===== config.mk =====
export PLATFORM = sky130hd
export DESIGN_NAME = proc_ctrl
export DESIGN_NICKNAME = d
export VERILOG_FILES = /design/src/rtl/proc_pkg.sv /design/src/rtl/proc_dec.sv /design/src/rtl/proc_ctrl.sv
export SDC_FILE = /design/constraint.sdc
export NUM_CORES = 1
export LEC_CHECK = 0
export ABC_AREA = 1
export BUFFER_PORTS_ARGS = -buffer_cell sky130_fd_sc_hd__buf_2
export CAP_MARGIN = 5
export CORE_UTILIZATION = 44
export DETAILED_ROUTE_END_ITERATION = 6
export PLACE_DENSITY = 0.77
export SLEW_MARGIN = 25
export SYNTH_ARGS = -nofsm -noshare
export SYNTH_HDL_FRONTEND = slang
export SYNTH_HIERARCHICAL = 1
export SYNTH_SLANG_ARGS = --single-unit

===== constraint.sdc =====
create_clock -name clk -period 1.3 [get_ports clk]
set_input_delay 0.13 -clock clk [delete_from_list [all_inputs] [get_ports clk]]
set_output_delay 0.13 -clock clk [all_outputs]
set_load 0.05 [all_outputs]

===== src/rtl/proc_pkg.sv =====
// Shared definitions for the proc_ctrl datapath sequencer: control-step
// encoding and instruction opcodes.
package proc_pkg;

   // Control step of the instruction sequencer; T0 is idle/fetch.
   typedef enum logic [1:0] {
      T0 = 2'd0,
      T1 = 2'd1,
      T2 = 2'd2,
      T3 = 2'd3
   } state_e;

   // Three-bit opcode field at the top of the instruction word.
   typedef enum logic [2:0] {
      OpMv   = 3'b000,
      OpMvi  = 3'b001,
      OpAdd  = 3'b010,
      OpSub  = 3'b011,
      OpMvnz = 3'b100
   } op_e;

endpackage


===== src/rtl/proc_dec.sv =====
// Binary-to-one-hot decoder with enable; output is all zeros when disabled.
module proc_dec #(
   parameter int unsigned N = 8,
   parameter int unsigned W = $clog2(N)
) (
   input  logic [W-1:0] sel_i,
   input  logic         en_i,
   output logic [N-1:0] onehot_o
);

   // Drive a single bit selected by sel_i when enabled.
   always_comb begin
      onehot_o = '0;
      if (en_i) begin
         onehot_o[sel_i] = 1'b1;
      end
   end

endmodule


===== src/rtl/proc_ctrl.sv =====
// Multi-cycle control sequencer for a simple register/ALU datapath.
// Fetches an instruction on run in T0, then steps through T1..T3 issuing
// register load/drive enables. All outputs decode from state and IR only.
// Optional feature: define PROC_CTRL_MVNZ_EN to enable the mvnz instruction
// (conditional move on g_nz); otherwise opcode 100 is treated as undefined.
module proc_ctrl
   import proc_pkg::*;
#(
   parameter int unsigned NREG = 8,
   parameter int unsigned IRW  = 9
) (
   input  logic            clk,
   input  logic            resetn,
   input  logic            run,
   input  logic [IRW-1:0]  din,
   input  logic            g_nz,
   output logic [NREG-1:0] r_in,
   output logic [NREG-1:0] r_out,
   output logic            a_in,
   output logic            g_in,
   output logic            g_out,
   output logic            din_out,
   output logic            addsub,
   output logic            done,
   output logic            busy
);

   localparam int unsigned RW = $clog2(NREG);

   state_e         state_q, state_d;
   logic [IRW-1:0] ir_q, ir_d;

   op_e            op;
   logic [RW-1:0]  x_sel, y_sel;
   logic [NREG-1:0] x_oh, y_oh;

   // Instruction fields: op in the top three bits, then x, then y.
   assign op    = op_e'(ir_q[IRW-1 -: 3]);
   assign x_sel = ir_q[2*RW-1 -: RW];
   assign y_sel = ir_q[RW-1:0];

   assign busy = (state_q != T0);

`ifndef PROC_CTRL_MVNZ_EN
   // g_nz only matters for mvnz; keep it visibly consumed when that is absent.
   logic unused_g_nz;
   assign unused_g_nz = g_nz;
`endif

   // Decoders are gated by busy so nothing is driven while idle.
   proc_dec #(
      .N (NREG),
      .W (RW)
   ) u_dec_x (
      .sel_i    (x_sel),
      .en_i     (busy),
      .onehot_o (x_oh)
   );

   proc_dec #(
      .N (NREG),
      .W (RW)
   ) u_dec_y (
      .sel_i    (y_sel),
      .en_i     (busy),
      .onehot_o (y_oh)
   );

   // State and instruction register, asynchronously cleared.
   always_ff @(posedge clk or negedge resetn) begin
      if (!resetn) begin
         state_q <= T0;
         ir_q    <= '0;
      end else begin
         state_q <= state_d;
         ir_q    <= ir_d;
      end
   end

   // Next-state: fetch on run in T0; only add/sub continue past T1.
   always_comb begin
      state_d = state_q;
      ir_d    = ir_q;
      unique case (state_q)
         T0: begin
            if (run) begin
               ir_d    = din;
               state_d = T1;
            end
         end
         T1: begin
            if (op == OpAdd || op == OpSub) begin
               state_d = T2;
            end else begin
               state_d = T0;
            end
         end
         T2: state_d = T3;
         T3: state_d = T0;
         default: state_d = T0;
      endcase
   end

   // Output decode: one bus driver per step at most.
   always_comb begin
      r_in    = '0;
      r_out   = '0;
      a_in    = 1'b0;
      g_in    = 1'b0;
      g_out   = 1'b0;
      din_out = 1'b0;
      addsub  = 1'b0;
      done    = 1'b0;
      unique case (state_q)
         T0: ;
         T1: begin
            case (op)
               OpMv: begin
                  r_out = y_oh;
                  r_in  = x_oh;
                  done  = 1'b1;
               end
               OpMvi: begin
                  din_out = 1'b1;
                  r_in    = x_oh;
                  done    = 1'b1;
               end
               OpAdd, OpSub: begin
                  r_out = x_oh;
                  a_in  = 1'b1;
               end
`ifdef PROC_CTRL_MVNZ_EN
               OpMvnz: begin
                  if (g_nz) begin
                     r_out = y_oh;
                     r_in  = x_oh;
                  end
                  done = 1'b1;
               end
`endif
               default: done = 1'b1;
            endcase
         end
         T2: begin
            r_out  = y_oh;
            g_in   = 1'b1;
            addsub = ir_q[IRW-3];
         end
         T3: begin
            g_out = 1'b1;
            r_in  = x_oh;
            done  = 1'b1;
         end
         default: ;
      endcase
   end

endmodule


==> results.cfg, run 1 <==
[clocking]
cts_buffers = 3
cts_sinks = 11
cts_tree = yes
clk_pin_slew_worst_paths_ns = 0.07
clk_latency_ns = 0.27
clk_path_buf_depth = 2
cts_root_buf = clkbuf_4
ctsHtreeMaxLevel = 1

[logic_synthesis]
yosysTopAreaCell = dfrtp_1
yosysMostFrequentCell = nand2_1
synth_top_area_share_pct = 27.4
synth-edff-count = 0
synth_cells = 154
synthTopCellsByCount = 33 x nand2_1, 29 x inv_1, 27 x nor2_1
postSynthAreaPerCell_um2 = 6.52
synth_warnings = 6
ys_async_sr_fraction_pct = 100
synth_seq_area_share_pct = 27.4
ys_top_cells_by_area = dfrtp_1 27%, nand2_1 12%, inv_1 11%
synth_cell_types = 20
synth_area_um2 = 1000
syn-num-nets = 172
ys_ff_latch = 11
ys.flop_type = dfrtp_1

[timing]
worst-slew-pin-transition_ns = 0.419
rsz0062_at_grt = yes
hold_viol = 0
skew_ns = 0.00387
max_freq_ghz = 0.468
setup_slack_ns = -0.837
post-route-period-util_pct = 164
fin_hold_ws_ns = 0.0839
setup_violations = 34
period_needed_ns = 2.14
drv_slew = 0
slew_headroom_pct = 72.0

[floorplan]
num_io_pins = 36
rows = 16
dieArea_um2 = 2480
start_util_pct = 49.1
fp.dieH_um = 49.8
coreArea_um2 = 2040
die_x_um = 49.8

[worst_setup_path]
cp-start-kind = register
cp.arrival_ns = 2.01
crit_required_ns = 1.17
ff2ff_setup_slack_ns = -0.26
cp-end-kind = output pin
r2r_end = state_q[0]
crit_type = reg -> out
path_max_fanout = 6
endpoint = r_out[6]
rr_worst_depth = 6

[cells_and_area]
area_growth_pct = 94.3
final_nets = 239
instances_no_fill = 247
layout-drive-gt1-share_pct = 61.8
diodes = 0

[power_and_ir_drop]
p_leak_nw = 0.852
powerDensity_nw_per_um2 = 2650
vdd_drop_max_v = 0.00237

[drt]
drt_first_iter_violations = 78
via_per_inst = 6.00
routed_wl_um = 5010
post-route-drc-count = 0
drt-pass1-iter-count = 5
drtAntennaViolNets = 0
avgRoutedWirePerCell_um = 20.3
vias = 1481

[run_status]
violations = negative setup slack
status = complete, but fails checks

[global_routing]
grt_pass1_vias = 1335
antenna_found_initial = 0
grt_pass1_wl_um = 5900
grt_overflow = 0
grt_max_degree = 19
track_usage_pct = 32.3

[run]
maxCapViolations = 0

[placed_design]
place_congestion = 0.852
place_ws_ns = -0.431
dp_cells = 235
io_buffers = 34
dp_hpwl_um = 2310

[min_path]
hp-class = in -> reg
[sequential cells by signal (all words and copies together), names as in the netlist, named ones only]
name,cells
state_q,1
ir_q,9
[kinds of logic (layout without fill, tap and decap cells)]
logic type	Yosys count	count (layout)	synth area share, %
AO/OA/AOI/OAI	12	12	7.85
adder cells (fa/ha/maj)	5	5	6.23
buffers and inverters	36	102	14.2
flip-flops	11	11	27.4
multiplexers	7	7	7.86
AND/OR/NAND/NOR	83	83	36.4
[routing by layer]
| layer | up-vias | global-route usage [%] | share of wire, % | wire [um] |
|---|---|---|---|---|
| li1 | 620 | - | - | - |
| met1 | 664 | 36.1 | 33 | 1670 |
| met2 | 152 | 58.6 | 49 | 2470 |
| met3 | 45 | 1.85 | 10 | 513 |
| met4 | 0 | 20.5 | 7.1 | 357 |
| met5 | - | 0 | 0 | 0 |
[power breakdown]
group / internal, mW / leakage [nW] / total [mW] / switching, mW
sequential: 0.518 / 0.129 / 0.723 / 0.205
combinational: 1.67 / 0.708 / 4.21 / 2.54
clock: 0.119 / 0.0150 / 0.233 / 0.114
[worst max-delay path, stage by stage, from the launching register on]
cell        delay (ns)
dfrtp_1           0.37
inv_2             0.07
ha_4              0.17
clkinvlp_4        0.15
nand2_2           0.11
nor2_1            0.28
nand3_1           0.18
nand3_1           0.12
nand2_1           0.05
inv_1             0.05
buf_4             0.18
[cell usage in the layout (no fill, tap or decap)]
cell	instances
a21oi_1	2
a21oi_4	5
a31oi_4	1
buf_12	2
buf_2	11
buf_4	25
buf_6	23
buf_8	3
clkbuf_1	1
clkbuf_16	1
clkbuf_2	1
clkbuf_4	3
clkinvlp_4	4
dfrtp_1	11
dlygate4sd3_1	1
ha_1	1
ha_4	4
inv_1	12
inv_2	13
inv_4	2
mux2_2	7
nand2_1	26
nand2_2	5
nand2_4	2
nand3_1	7
nand4_1	13
nor2_1	7
nor2_2	7
nor2_4	15
o21ai_0	1
o21ai_1	2
o21bai_4	1
or2_2	1
[worst min-delay path by stage]
| stage | from | end | cells after the start |
|---|---|---|---|
| CTS | din[6] | ir_q[6] | 2 |
| detailed placement | resetn | ir_q[2] | 1 |
| floorplan | resetn | asynchronous set/reset pin | 0 |
| global route | din[6] | ir_q[6] | 2 |
| global placement | resetn | ir_q[0] | 1 |
| finish | din[6] | ir_q[6] | 2 |
[through the flow]
step	power (mW)	cell area [um2]	TNS (ns)	utilization (%)
after floorplan	2.74	1180	-7.46	-
after global placement	3.60	1560	-6.33	76.3
after detailed placement	3.71	1560	-7.08	76.3
after CTS	4.45	1840	-11.42	90.1
after global routing	5.34	1950	-16.20	95.5
final	5.17	1950	-14.56	95.5
[cell type report]
type                       instances  area (um2)
multi-input combinational        107         851
timing repair buffer              67         627
sequential                        11         275
tap                               27        33.8
clock buffer                       4        26.3
inverter                          31         136
fill                              48        92.6
[timing repair]
action / 4_1_cts / 5_1_grt
pin swaps: 25 / 6
resized for setup: 78 / 15
setup buffers: 4 / 4
endpoints found under the setup margin: 34 / 34
cloned: 0 / 2
hold endpoints to repair: 11 / 0
hold buffers: 1 / 0
Power figures use the tool's default switching activity.
==> run 2, diff against run 1 <==
Settings changed: HOLD_SLACK_MARGIN set to 0.12, MAX_ROUTING_LAYER set to met4.
==> run 2 against run 1 <==
  * The flow now stops in global routing (5_1_grt)
  * Area after synthesis did not move
  * Synthesized cell count is the same
==> results.cfg, run 2 <==
[clocking]
clk_path_buf_depth = 2
cts_root_buf = clkbuf_4
cts_sinks = 11
cts_buffers = 3
ctsHtreeMaxLevel = 1

[run_status]
error = [ERROR DPL-0038] Utilization greater than 100%, impossible to legalize
stop_stage = global routing (5_1_grt)
status = did not finish

[global_routing]
grt_max_degree = 19

[logic_synthesis]
synth_top_area_share_pct = 27.4
synth_area_um2 = 1000
ys.flop_type = dfrtp_1
synth-edff-count = 0
syn-num-nets = 172
yosysTopAreaCell = dfrtp_1
synth_warnings = 6
synth_cells = 154
synth_seq_area_share_pct = 27.4
ys_top_cells_by_area = dfrtp_1 27%, nand2_1 12%, inv_1 11%
ys_async_sr_fraction_pct = 100
synth_cell_types = 20
ys_ff_latch = 11
postSynthAreaPerCell_um2 = 6.52
yosysMostFrequentCell = nand2_1
synthTopCellsByCount = 33 x nand2_1, 29 x inv_1, 27 x nor2_1

[floorplan]
rows = 16
die_x_um = 49.8
start_util_pct = 49.1
fp.dieH_um = 49.8
num_io_pins = 36

[placed_design]
dp_cells = 235
dp_hpwl_um = 2310
place_congestion = 0.865
io_buffers = 34

[timing]
postGrtWorstEndpoint = r_out[7]
endpoint_type = top-level output
[run 2: cell counts after synthesis]
Identical to the previous run, type by type.
[run 2: metrics by stage]
step	setup WS, ns	area, um2
after floorplan	-0.475	1180
after global placement	-0.388	1560
after detailed placement	-0.431	1560
after CTS	-0.592	1920
[run 2: cell families after synthesis]
family                   synth area share [%]
adder cells (fa/ha/maj)                  6.23
AO/OA/AOI/OAI                            7.85
flip-flops                               27.4
buffers and inverters                    14.2
multiplexers                             7.86
AND/OR/NAND/NOR                          36.4
[run 2: timing repair]
action	4_1_cts
resized for setup	78
cloned	0
hold buffers	9
endpoints found under the setup margin	34
buffers inserted	4
pin swaps	25
endpoints found under the hold margin	19
==> run 3, diff against run 2 <==
Settings changed: CORE_AREA set to 2 2 63 65, CORE_UTILIZATION 44 to not set, DIE_AREA set to 0 0 65 67, HOLD_SLACK_MARGIN 0.12 to not set, MAX_ROUTING_LAYER met4 to not set, PLACE_DENSITY 0.77 to not set, PLACE_DENSITY_LB_ADDON set to 0.15.
Clock period 1.3 ns to 1.7 ns, I/O delays scaled along.
==> run 3 against run 2 <==
  * The flow now finishes, with violations (negative setup slack)
==> results.cfg, run 3 (synthesized netlist as in run 1, its figures left out) <==
[floorplan]
dieArea_um2 = 4360
rows = 22
fp.dieH_um = 67
die_x_um = 65
num_io_pins = 36
coreArea_um2 = 3610
start_util_pct = 27.8

[timing]
setup_violations = 18
max_freq_ghz = 0.523
drv_slew = 0
worst-slew-pin-transition_ns = 0.445
setup_slack_ns = -0.212
skew_ns = 0.00184
period_needed_ns = 1.91
rsz0062_at_grt = yes
hold_viol = 0
slew_headroom_pct = 70.3
timing.setup.tns_ns = -2.69
post-route-period-util_pct = 112

[placed_design]
place_ws_ns = -0.0769
dp_hpwl_um = 2320
io_buffers = 34
placed_area_um2 = 1490
place_congestion = 0.804

[drt]
avgRoutedWirePerCell_um = 11.4
post-route-drc-count = 0
drt-pass1-iter-count = 4
drtAntennaViolNets = 0
via_per_inst = 4.55
vias = 1159
drt_first_iter_violations = 32
routed_wl_um = 2920

[cells_and_area]
n_fill_cell = 369
layout-drive-gt1-share_pct = 55.6
finish.utilization_pct = 49.8
area_growth_pct = 78.9
final_common_cell = nand2_1
mostFrequentLayoutCells = 29 x nand2_1, 20 x inv_1, 19 x buf_6, 17 x buf_4, 16 x nor2_2
diodes = 0
final_nets = 226
design_area_um2 = 1800
largest-register = ir_q
largest_register_ff_count = 9
reg.largest.list = ir_q (9), state_q (1)

[worst_setup_path]
crit_required_ns = 1.53
rr_worst_depth = 7
cp-end-kind = output pin
r2r_end = state_q[0]
crit_type = reg -> out
cp-start-kind = register
path_max_fanout = 5
cp.arrival_ns = 1.74
endpoint = r_in[4]
ff2ff_setup_slack_ns = 0.14

[power_and_ir_drop]
power.share.sequential_pct = 16.6
power.switching_mw = 1.78
p_comb_share_pct = 75.8
p_int_mw = 1.55
sw_frac_of_total_pct = 53.5
clkPwrFrac_pct = 7.6
vdd_drop_max_v = 0.00102
powerDensity_nw_per_um2 = 1850
p_leak_nw = 0.804

[global_routing]
grt_pass1_vias = 1144
track_usage_pct = 14.6
antenna_found_initial = 0
grt_pass1_wl_um = 4970
grt_overflow = 0
grt_max_degree = 17

[min_path]
hp-class = in -> reg

[clocking]
ctsHtreeMaxLevel = 1
clk_pin_slew_worst_paths_ns = 0.05
cts_root_buf = clkbuf_8
clk_latency_ns = 0.23
cts_buffers = 3
clk_path_buf_depth = 2
cts_tree = yes
cts_sinks = 11

[run_status]
status = complete, but fails checks
violations = negative setup slack

[run]
maxCapViolations = 0
[run 3: layout make-up]
| type | instances | area, um2 | share of cell area (%) |
|---|---|---|---|
| tap | 48 | 60.1 | 3.34 |
| timing repair buffer | 54 | 489 | 27.2 |
| multi-input combinational | 107 | 803 | 44.7 |
| inverter | 31 | 123 | 6.83 |
| clock buffer | 4 | 45.0 | 2.51 |
| sequential | 11 | 275 | 15.3 |
[run 3: critical path: stages (launching register included)]
cell,delay [ns]
dfrtp_1,0.39
inv_2,0.08
ha_4,0.15
clkinvlp_4,0.15
nand2_2,0.18
nor2_2,0.06
buf_4,0.12
buf_4,0.11
inv_1,0.05
nor2_2,0.03
buf_4,0.18
[run 3: through the flow]
step / hold slack (ns) / std cells / total power [mW]
4_1_cts: 0.160 / 255 / 3.28
3_3_place_gp: 0.0452 / 244 / 2.59
5_1_grt: 0.163 / 255 / 3.55
3_5_place_dp: 0.0502 / 244 / 2.64
6_report: 0.164 / 255 / 3.33
2_1_floorplan: -0.126 / 154 / 2.04
[run 3: power groups by stage]
stage / clock network, mW / registers, mW / logic, mW
CTS: 0.261 / 0.552 / 2.47
global route: 0.272 / 0.575 / 2.70
finish: 0.252 / 0.553 / 2.53
floorplan: 0 / 0.523 / 1.52
detailed placement: 0 / 0.555 / 2.08
global placement: 0 / 0.549 / 2.05
[run 3: how the worst min path moves through the flow]
stage                     cells after the start  startpoint                          to
after global placement                        1      resetn                     ir_q[2]
after global routing                          2      din[0]                     ir_q[0]
after detailed placement                      1      resetn                     ir_q[6]
after floorplan                               0      resetn  asynchronous set/reset pin
final                                         2      din[1]                     ir_q[1]
after CTS                                     2      din[0]                     ir_q[0]
[run 3: metal layers]
layer	track usage, %	wire (um)	up-vias
met3	0.676	98	8
met2	25.5	1440	32
met4	8.24	66	0
met1	17.9	1320	529
li1	-	-	590
met5	0	0	-
[run 3: repair_timing]
item | 4_1_cts | 5_1_grt
buffers inserted | 5 | 1
setup endpoints to repair | 19 | 21
cloned | 1 | 0
pin swaps | 14 | 1
gates resized for setup | 50 | 11
hold buffers | 1 | 0
endpoints found under the hold margin | 11 | 0
